[src/rtl/ed25519_pkg.sv]
// Shared constants, state encoding and signature word selection for the Ed25519 signature packer.
package ed25519_pkg;

  localparam int SIG_WORDS = 16;

  // Group order L = 2^252 + 27742317777372353535851937790883648493
  localparam logic [252:0] L = 253'h1_00000000_00000000_00000000_0000000_14def9de_a2f79cd6_5812631a_5cf5d3ed;

  typedef enum logic {
    ST_COLLECT = 1'b0,
    ST_STREAM  = 1'b1
  } state_e;

  // Word idx of R||S, where byte 0 of R occupies the top of the concatenation.
  function automatic logic [31:0] sig_word(input logic [255:0] r, input logic [255:0] s,
                                           input logic [3:0] idx);
    logic [511:0] cat;
    cat = {r, s} << {idx, 5'd0};
    return cat[511:480];
  endfunction

endpackage

[src/rtl/ed25519_scalar_ge_l.sv]
// Combinational check that an encoded little-endian scalar is not below the group order L.
module ed25519_scalar_ge_l
  import ed25519_pkg::*;
(
  input  logic [255:0] s_enc_i,
  output logic         ge_o
);

  logic [255:0] s_int;

  // Encoding byte 0 sits at [255:248] and is the least significant scalar byte.
  always_comb begin
    s_int = '0;
    for (int i = 0; i < 32; i++) begin
      s_int[8*i +: 8] = s_enc_i[255-8*i -: 8];
    end
  end

  assign ge_o = (s_int >= {3'b000, L});

endmodule

[src/rtl/ed25519_sig_packer.sv]
// Collects encoded R and S, then streams the 64-byte signature as sixteen 32-bit words.
module ed25519_sig_packer
  import ed25519_pkg::*;
#(
  parameter bit CHECK_S = 1'b1
) (
  input  logic         clk,
  input  logic         rst_n,
  input  logic         clr,
  input  logic         r_valid,
  input  logic [255:0] r_enc,
  input  logic         s_valid,
  input  logic [255:0] s_in,
  output logic         in_ready,
  output logic [31:0]  sig_tdata,
  output logic         sig_tvalid,
  input  logic         sig_tready,
  output logic         sig_tlast,
  output logic         sig_bad,
  output logic         drop_err,
  output state_e       dbg_state
);

  // Output handshake: a beat transfers on a rising edge where sig_tvalid && sig_tready;
  // while sig_tvalid && !sig_tready, sig_tdata/sig_tlast hold their values.

  localparam logic [3:0] LAST_IDX = 4'(SIG_WORDS - 1);

  state_e       state_q, state_d;
  logic [3:0]   idx_q, idx_d;
  logic         have_r_q, have_r_d;
  logic         have_s_q, have_s_d;
  logic [255:0] r_q, r_d;
  logic [255:0] s_q, s_d;
  logic [31:0]  tdata_q, tdata_d;
  logic         tvalid_q, tvalid_d;
  logic         tlast_q, tlast_d;
  logic         bad_q, bad_d;
  logic         drop_q, drop_d;
  logic         s_ge;

  ed25519_scalar_ge_l u_ge (
    .s_enc_i (s_in),
    .ge_o    (s_ge)
  );

  always_comb begin
    state_d  = state_q;
    idx_d    = idx_q;
    have_r_d = have_r_q;
    have_s_d = have_s_q;
    r_d      = r_q;
    s_d      = s_q;
    tdata_d  = tdata_q;
    tvalid_d = tvalid_q;
    tlast_d  = tlast_q;
    bad_d    = bad_q;
    drop_d   = drop_q;

    if (clr) begin
      state_d  = ST_COLLECT;
      idx_d    = '0;
      have_r_d = 1'b0;
      have_s_d = 1'b0;
      tvalid_d = 1'b0;
      tlast_d  = 1'b0;
      bad_d    = 1'b0;
      drop_d   = 1'b0;
    end else begin
      case (state_q)
        ST_COLLECT: begin
          if (r_valid) begin
            r_d      = r_enc;
            have_r_d = 1'b1;
          end
          if (s_valid) begin
            s_d      = s_in;
            have_s_d = 1'b1;
            bad_d    = CHECK_S ? s_ge : 1'b0;
          end
          // Operands completing on this edge go straight to word 0.
          if (have_r_d && have_s_d) begin
            state_d  = ST_STREAM;
            idx_d    = '0;
            tvalid_d = 1'b1;
            tlast_d  = 1'b0;
            tdata_d  = sig_word(r_d, s_d, 4'd0);
          end
        end
        ST_STREAM: begin
          if (r_valid || s_valid) drop_d = 1'b1;
          if (tvalid_q && sig_tready) begin
            if (idx_q == LAST_IDX) begin
              state_d  = ST_COLLECT;
              idx_d    = '0;
              tvalid_d = 1'b0;
              tlast_d  = 1'b0;
              have_r_d = 1'b0;
              have_s_d = 1'b0;
            end else begin
              idx_d   = idx_q + 4'd1;
              tdata_d = sig_word(r_q, s_q, idx_d);
              tlast_d = (idx_d == LAST_IDX);
            end
          end
        end
        default: state_d = ST_COLLECT;
      endcase
    end
  end

  always_ff @(posedge clk or negedge rst_n) begin
    if (!rst_n) begin
      state_q  <= ST_COLLECT;
      idx_q    <= '0;
      have_r_q <= 1'b0;
      have_s_q <= 1'b0;
      r_q      <= '0;
      s_q      <= '0;
      tdata_q  <= '0;
      tvalid_q <= 1'b0;
      tlast_q  <= 1'b0;
      bad_q    <= 1'b0;
      drop_q   <= 1'b0;
    end else begin
      state_q  <= state_d;
      idx_q    <= idx_d;
      have_r_q <= have_r_d;
      have_s_q <= have_s_d;
      r_q      <= r_d;
      s_q      <= s_d;
      tdata_q  <= tdata_d;
      tvalid_q <= tvalid_d;
      tlast_q  <= tlast_d;
      bad_q    <= bad_d;
      drop_q   <= drop_d;
    end
  end

  assign in_ready   = (state_q == ST_COLLECT);
  assign sig_tdata  = tdata_q;
  assign sig_tvalid = tvalid_q;
  assign sig_tlast  = tlast_q;
  assign sig_bad    = bad_q;
  assign drop_err   = drop_q;
  assign dbg_state  = state_q;

endmodule

[config.mk]
export PLATFORM = sky130hd
export DESIGN_NAME = ed25519_sig_packer
export DESIGN_NICKNAME = d
export VERILOG_FILES = /design/src/rtl/ed25519_pkg.sv /design/src/rtl/ed25519_scalar_ge_l.sv /design/src/rtl/ed25519_sig_packer.sv
export SDC_FILE = /design/constraint.sdc
export NUM_CORES = 1
export LEC_CHECK = 0
export ABC_CLOCK_PERIOD_IN_PS = 4040
export CAP_MARGIN = 20
export CORE_ASPECT_RATIO = 0.5
export CORE_MARGIN = 1
export CORE_UTILIZATION = 52
export CTS_CLUSTER_SIZE = 30
export DETAILED_ROUTE_END_ITERATION = 12
export PLACE_DENSITY = 0.81
export SLEW_MARGIN = 30
export SYNTH_ARGS = -nofsm -noshare
export SYNTH_HDL_FRONTEND = slang
export SYNTH_SLANG_ARGS = --single-unit
[constraint.sdc]
create_clock -name clk -period 4.04 [get_ports clk]
set_input_delay 0.404 -clock clk [delete_from_list [all_inputs] [get_ports clk]]
set_output_delay 0.404 -clock clk [all_outputs]
set_load 0.03 [all_outputs]
==> results.md, run 1 <==
* EDFF count, synth at 0
* Sequential area share after synthesis at around 53%
* RSZ-0062 raised after global routing: false
* Fin. max-slew vios at 0
* Power Density at ~470 nW/um^2
* CTS Root Cell: clkbuf_16
* DIE HEIGHT at about 160 microns
* Final Net Count at around 3,300
* Buffers & Inverters on Critical Path at 2
* CP Launch Type: flip-flop
* Setup_tns at 0 ns
* Count leader, synth: nand2_1
* Syn_area_per_cell at about 12 sq um
* Clock Pin Slew Worst Setup and Hold Paths at 0.06 ns
* Max FO, Critical Path at 38
* Vias per cell at roughly 6
* Worst Setup Path Type: reg -> out
* DR DRC count at 0
* P_leak at ~15 nW
* Final setup vio count at 0
* Core Footprint at slightly below 50,000 sq um
* Sink Count at 555
* Reg-to-Reg Start: idx_q[0]$_DFFE_PN0P_
* Outcome: completed
* Total Routing Usage GR at around a third
* Initial DRT Pass Iterations at 6
* Clock Latency Late Sink at 0.59 ns
* Row cnt at 57
* Crit-path cells: buf_4 > clkdlybuf4s50_1
* Vias after detailed routing at around 21,000
* Worst vdd ir at between 0.0003 and 0.0004 V
* Post-Syn Nets at between 2,000 and 3,000
* R2R Path End: sig_tdata[14]$_DFFE_PN0P_
* Slowest CP cell: dfrtp_2
* Register-to-Register Path Depth at 7
* Clock power share at 31.9%
* DRT iter0 DRCs at 2,605
* Initial core utilization at 53.4%
* Most frequent cells after synthesis: 818 x nand2_1, 555 x dfrtp_1, 257 x mux2_2, 111 x mux4_2, 93 x clkbuf_1
* Port Buffers at about 560
* FFs w/ async S/R, synth at 100%
* Net Switching at approximately 4.5 mW
* Critical Path RT at roughly 3.6 ns
* Die ar. at slightly above 50,000 sq um
* Unique masters post-synth at 51
* Vias in the first global route at 21,400
* Measured slew at the worst slew-check pin at a little under 0.9 ns
* Total routed wirelength at between 80 and 90 mm
* Largest net degree at the start of global routing at roughly 120
* First-pass GRT wire length at 132 mm
* R2R setup slack at 1.07 ns
* Yosys warning count at 0
* Hpwl dp at about 65 mm
* Peak Freq at 0.323 GHz
* Tmin final at 3.10 ns
* Comb power frac at approximately 22%
* Hold EP: dbg_state$_DFF_PN0_
* CP top delay family: buffers and inverters
* Power Internal at roughly 11 mW
* CTS tree: built
* Max-cap viol count at 0
* Initial antenna violation count at between 40 and 50
* Critical path endpoint category: output pin
* Switching Share at 28.4%
* Final critical-path share of the clock period at about three quarters
* CTS Buf Count at 49
* Reg power frac at 45.9%
* Area growth from synthesis to layout at 30.8%
* Leading area contributor after synthesis: dfrtp_1
* #FFs+latches synth at 555
* RD Place Congestion at about 0.96
* Area contributors post-synth: dfrtp_1 53%, nand2_1 12%, mux2_2 11%, mux4_2 9.5%, mux4_1 4.9%
* Fin. Hold Viols at 0
* Post-route ant nets at 0
* Clock buffer depth at 3
* GRT Residual Overflow at 0
* Fin Clk Skew at 0.0160 ns
* Share of cells above drive strength 1 at 17.8%
* Die Width at 320 microns
* Total power at around 16 mW
* Mapped cell area at ~26,000 sq um
* Main flop type after synthesis: dfrtp_1
* Hold Startpoint: r_valid
* Crit path largest cell delay at around 0.8 ns
* I/O Pins at ~560
* Htree depth at 2
* Crit path DAT at around 2.7 ns
* Hold Crit Class: in -> reg
* Worst rel slew slack at 40.9%
* Hold Crit Depth at 3
* Cells after Synth at about 2,200
* Post-synth top area share at between 50% and 60%
* Routed wire per std cell at about 26 microns
[state kept, by name, summed over array words and instances, names as in the netlist, 4 cells and up]
signal     count
r_q          256
s_q          256
sig_tdata     32
idx_q          4
[repair_timing]
action / in CTS / in global routing
hold endpoints to repair: 91 / 0
setup buffers: 0 / 0
hold buffers: 1 / 0
setup endpoints to repair: 0 / 0
resized for setup: 0 / 0
[cell type report]
cell class,instances,area (sq um)
diodes,41,103
clock buffers,73,1470
clock inverters,16,246
fillers,3412,14900
inverters,5,18.8
multi-input cells,1538,11700
flip-flops and latches,555,13900
well taps,649,812
repair buffers,593,6050
[worst max path at each step]
stage	cells after the start	end	from	slack (ns)
detailed placement	8	sig_bad$_DFFE_PN0P_	s_in[50]	1.02
CTS	2	dbg_state	dbg_state$_DFF_PN0_	0.95
global placement	8	sig_bad$_DFFE_PN0P_	s_in[50]	0.89
floorplan	11	sig_tdata[24]$_DFFE_PN0P_	idx_q[0]$_DFFE_PN0P_	1.19
global route	2	dbg_state	dbg_state$_DFF_PN0_	0.82
finish	2	dbg_state	dbg_state$_DFF_PN0_	0.94
[cells by family (layout without fill, tap and decap cells)]
logic type	count (synthesis)	count (layout)	share of synthesized area (%)
other	0	41	0
flip-flops	555	555	53.0
XOR/XNOR	2	2	0.0955
AND/OR/NAND/NOR	977	977	15.1
multiplexers	449	449	26.7
AO/OA/AOI/OAI	108	108	2.31
adder cells (fa/ha/maj)	2	2	0.0954
buffers and inverters	146	687	2.67
[placed cells by master (no fill, tap or decap), types with 4 or more instances in the layout]
cell and n:
o21ai_1 32, clkbuf_1 11, bufinv_16 6, mux2_2 257, mux4_2 111, o21ai_0 13
mux4_1 49, dfrtp_1 553, nor2_1 46, nand3_1 8, nand4_1 19, diode_2 41
clkdlybuf4s50_1 553, clkbuf_16 51, buf_4 21, mux2i_1 32, nand4b_1 7, nor4_1 38
buf_12 15, nor3_1 16, a21oi_1 41, inv_1 5, clkbuf_8 11, and3_1 4
nand2_1 817, clkinv_2 5
[worst min-delay path: cells and delay by family]
| family | cells | cell delay (ns) |
|---|---|---|
| AO/OA/AOI/OAI | 2 | 0.30 |
| buffers and inverters | 1 | 0.09 |
[routing by layer]
metal	global-route usage (%)	share of wire, %	vias to the layer above
met5	0	0.015	-
met4	21.7	6.4	2
met3	6.73	7.6	293
met2	56.1	49	1065
met1	42.9	37	10700
li1	-	-	8888
[power by group through the flow]
stage                     clock network (mW)  logic [mW]  registers [mW]
after global placement                     0        3.36            7.30
after global routing                    5.35        3.77            7.42
after detailed placement                   0        3.47            7.37
final                                   5.09        3.54            7.32
after CTS                               5.12        3.50            7.28
after floorplan                            0        1.76            7.36
[per-stage QoR]
stage	instance area, sq um	utilization [%]	std cells	hold WS [ns]	setup WS (ns)
3_3_place_gp	32400	66.0	3338	0.449	0.887
4_1_cts	34100	69.5	3428	0.223	0.947
6_report	34300	69.8	3470	0.237	0.943
5_1_grt	34300	69.8	3469	0.261	0.824
3_5_place_dp	32400	66.0	3338	0.456	1.02
2_1_floorplan	26200	-	2239	0.108	1.19
Power figures use the tool's default switching activity.
==> run 2, diff against run 1 <==
- ABC_CLOCK_PERIOD_IN_PS: 4040 -> 3000
- clock period: 4.04 -> 3 ns (I/O delays scaled with it)
==> run 2 against run 1 <==
Effect of this change:
- clock power is 36% higher
- design area rose by 1.4%
- setup slack got worse by 0.63 ns
- final cell count increased by 1.1%
- non-clock buffer count increased by 38
- critical path depth up 6
- via count up 0.61%
- critical endpoint is now sig_tdata[29]$_DFFE_PN0P_
==> results.md, run 2 (synthesis results as in run 1) <==
* DR DRC count at 0
* Row cnt at 57
* Register-to-Register Path Depth at 8
* Vias after detailed routing at about 21,000
* P_leak at ~15 nW
* Outcome: completed
* Worst-case hold slack at 0.169 ns
* Worst Setup Path Type: reg -> reg
* CTS resizes at 0
* Crit path DAT at about 3.1 ns
* Routed wire per std cell at 25.8 microns
* Max FO, Critical Path at 15
* GRT Residual Overflow at 0
* Reg-to-Reg Start: idx_q[0]$_DFFE_PN0P_
* Hold Crit Class: in -> reg
* Peak Freq at around 0.37 GHz
* Switching Share at 28.4%
* Most frequent cells in the layout: 817 x nand2_1, 553 x dfrtp_1, 553 x clkdlybuf4s50_1, 257 x mux2_2, 111 x mux4_2
* Total Routing Usage GR at 35.2%
* Setup_tns at 0 ns
* CP Launch Type: flip-flop
* I/O Pins at roughly 560
* Max-cap viol count at 0
* Hold Startpoint: r_valid
* Post-route ant nets at 0
* Critical path endpoint category: flip-flop
* Core Footprint at between 40,000 and 50,000 sq um
* Hpwl dp at about 67 mm
* Vias in the first global route at 21,600
* Final setup vio count at 0
* First-pass GRT wire length at 133 mm
* Fin. Hold Viols at 0
* Layout Utilization at between 70% and 80%
* Power Internal at between 15 and 20 mW
* Clock buffer depth at 3
* Sink Count at approximately 560
* Fin. max-slew vios at 0
* Vias per cell at ~6
* Fin Clk Skew at 0.00951 ns
* Power Density at between 600 and 700 nW/um^2
* Share of cells above drive strength 1 at a little under a fifth
* Commonest non-fill, non-tap cell in the layout: nand2_1
* RSZ-0062 raised after global routing: false
* Initial DRT Pass Iterations at 5
* Clock Pin Slew Worst Setup and Hold Paths at 0.07 ns
* Htree depth at 2
* Final critical-path share of the clock period at 89.4%
* Tmin final at between 2 and 3 ns
* DRT iter0 DRCs at 2,468
* Hold EP: dbg_state$_DFF_PN0_
* Hold Crit Depth at 3
* Clock power share at roughly a third
* Total routed wirelength at 90.5 mm
* Measured slew at the worst slew-check pin at roughly 0.98 ns
* Reg power frac at between 40% and 50%
* Initial antenna violation count at 50
* Comb power frac at around 22%
* Worst vdd ir at between 0.0004 and 0.0005 V
* Initial core utilization at a little over half
* Die ar. at roughly 50,000 sq um
* CTS Root Cell: clkbuf_16
* CTS Buf Count at 50
* Port Buffers at around 560
* RD Place Congestion at roughly 0.98
* Clock Latency Late Sink at 0.59 ns
* Critical Path RT at roughly 3.5 ns
* R2R setup slack at 0.32 ns
* Final Net Count at about 3,300
* R2R Path End: sig_tdata[29]$_DFFE_PN0P_
* Largest net degree at the start of global routing at 130
* Worst rel slew slack at ~34%
* CTS tree: built
* Net Switching at 6.16 mW
* Die Width at 320 microns
* DIE HEIGHT at between 150 and 200 microns
* Area growth from synthesis to layout at 32.6%
==> run 2: changes by cell type in the layout (fill, tap and decap cells not counted), sizes merged <==
cell	delta
buf	+38
clkbuf	+3
inv	-2
bufinv	-1
diode	+1
==> run 2: metrics by stage <==
step	setup slack [ns]	power, mW	area [sq um]	std cells
2_1_floorplan	0.146	12.3	26200	2239
3_3_place_gp	0.248	14.5	32900	3377
3_5_place_dp	0.264	14.7	32900	3377
4_1_cts	0.323	21.6	34700	3467
5_1_grt	0.216	22.5	34800	3508
6_report	0.317	21.7	34800	3509
==> run 2: worst max-delay path, stage by stage (launching register included) <==
cell and delay (ns):
dfrtp_4 0.47, inv_1 0.09, ha_4 0.47, buf_12 0.21
buf_4 0.19, mux4_2 0.38, mux4_2 0.47, a21oi_1 0.19
o21ai_1 0.08
==> run 2: metal layers <==
metal  GRT usage (%)  up-vias  wire length, microns
li1                -     8979                     -
met1            43.5    10800                 33100
met2            57.1     1052                 44400
met3            7.01      312                  6800
met4            23.5        4                  6160
met5               0        -                    22
==> run 2: worst max-delay path by stage <==
stage	start	to	slack, ns	depth (start not counted)
after global placement	s_in[33]	sig_bad$_DFFE_PN0P_	0.25	8
after floorplan	idx_q[0]$_DFFE_PN0P_	sig_tdata[24]$_DFFE_PN0P_	0.15	11
after detailed placement	s_in[33]	sig_bad$_DFFE_PN0P_	0.26	8
final	idx_q[0]$_DFFE_PN0P_	sig_tdata[29]$_DFFE_PN0P_	0.32	8
after CTS	idx_q[0]$_DFFE_PN0P_	sig_tdata[29]$_DFFE_PN0P_	0.32	8
after global routing	idx_q[0]$_DFFE_PN0P_	sig_tdata[29]$_DFFE_PN0P_	0.22	8
==> run 2: layout make-up <==
type | instances | area [sq um]
diodes | 42 | 105
clock buffers | 76 | 1560
clock inverters | 13 | 195
fillers | 3337 | 14400
inverters | 5 | 18.8
multi-input cells | 1538 | 11700
flip-flops and latches | 555 | 13900
well taps | 649 | 812
repair buffers | 631 | 6490
==> run 2: repair_timing <==
item	in CTS	in global routing
hold buffers	1	0
hold endpoints to repair	66	0
buffers inserted	0	0
==> run 2: power by group through the flow <==
| stage | clock network, mW | registers (mW) | logic (mW) |
|---|---|---|---|
| floorplan | 0 | 9.92 | 2.36 |
| global placement | 0 | 9.86 | 4.59 |
| detailed placement | 0 | 9.94 | 4.75 |
| CTS | 6.96 | 9.85 | 4.80 |
| global route | 7.29 | 10.0 | 5.14 |
| finish | 6.93 | 9.90 | 4.84 |
==> run 3, diff against run 2 <==
- CAP_MARGIN: 20 -> not set
==> results of run 3 <==
The final DEF is identical to that of run 2; final timing and power are the same.
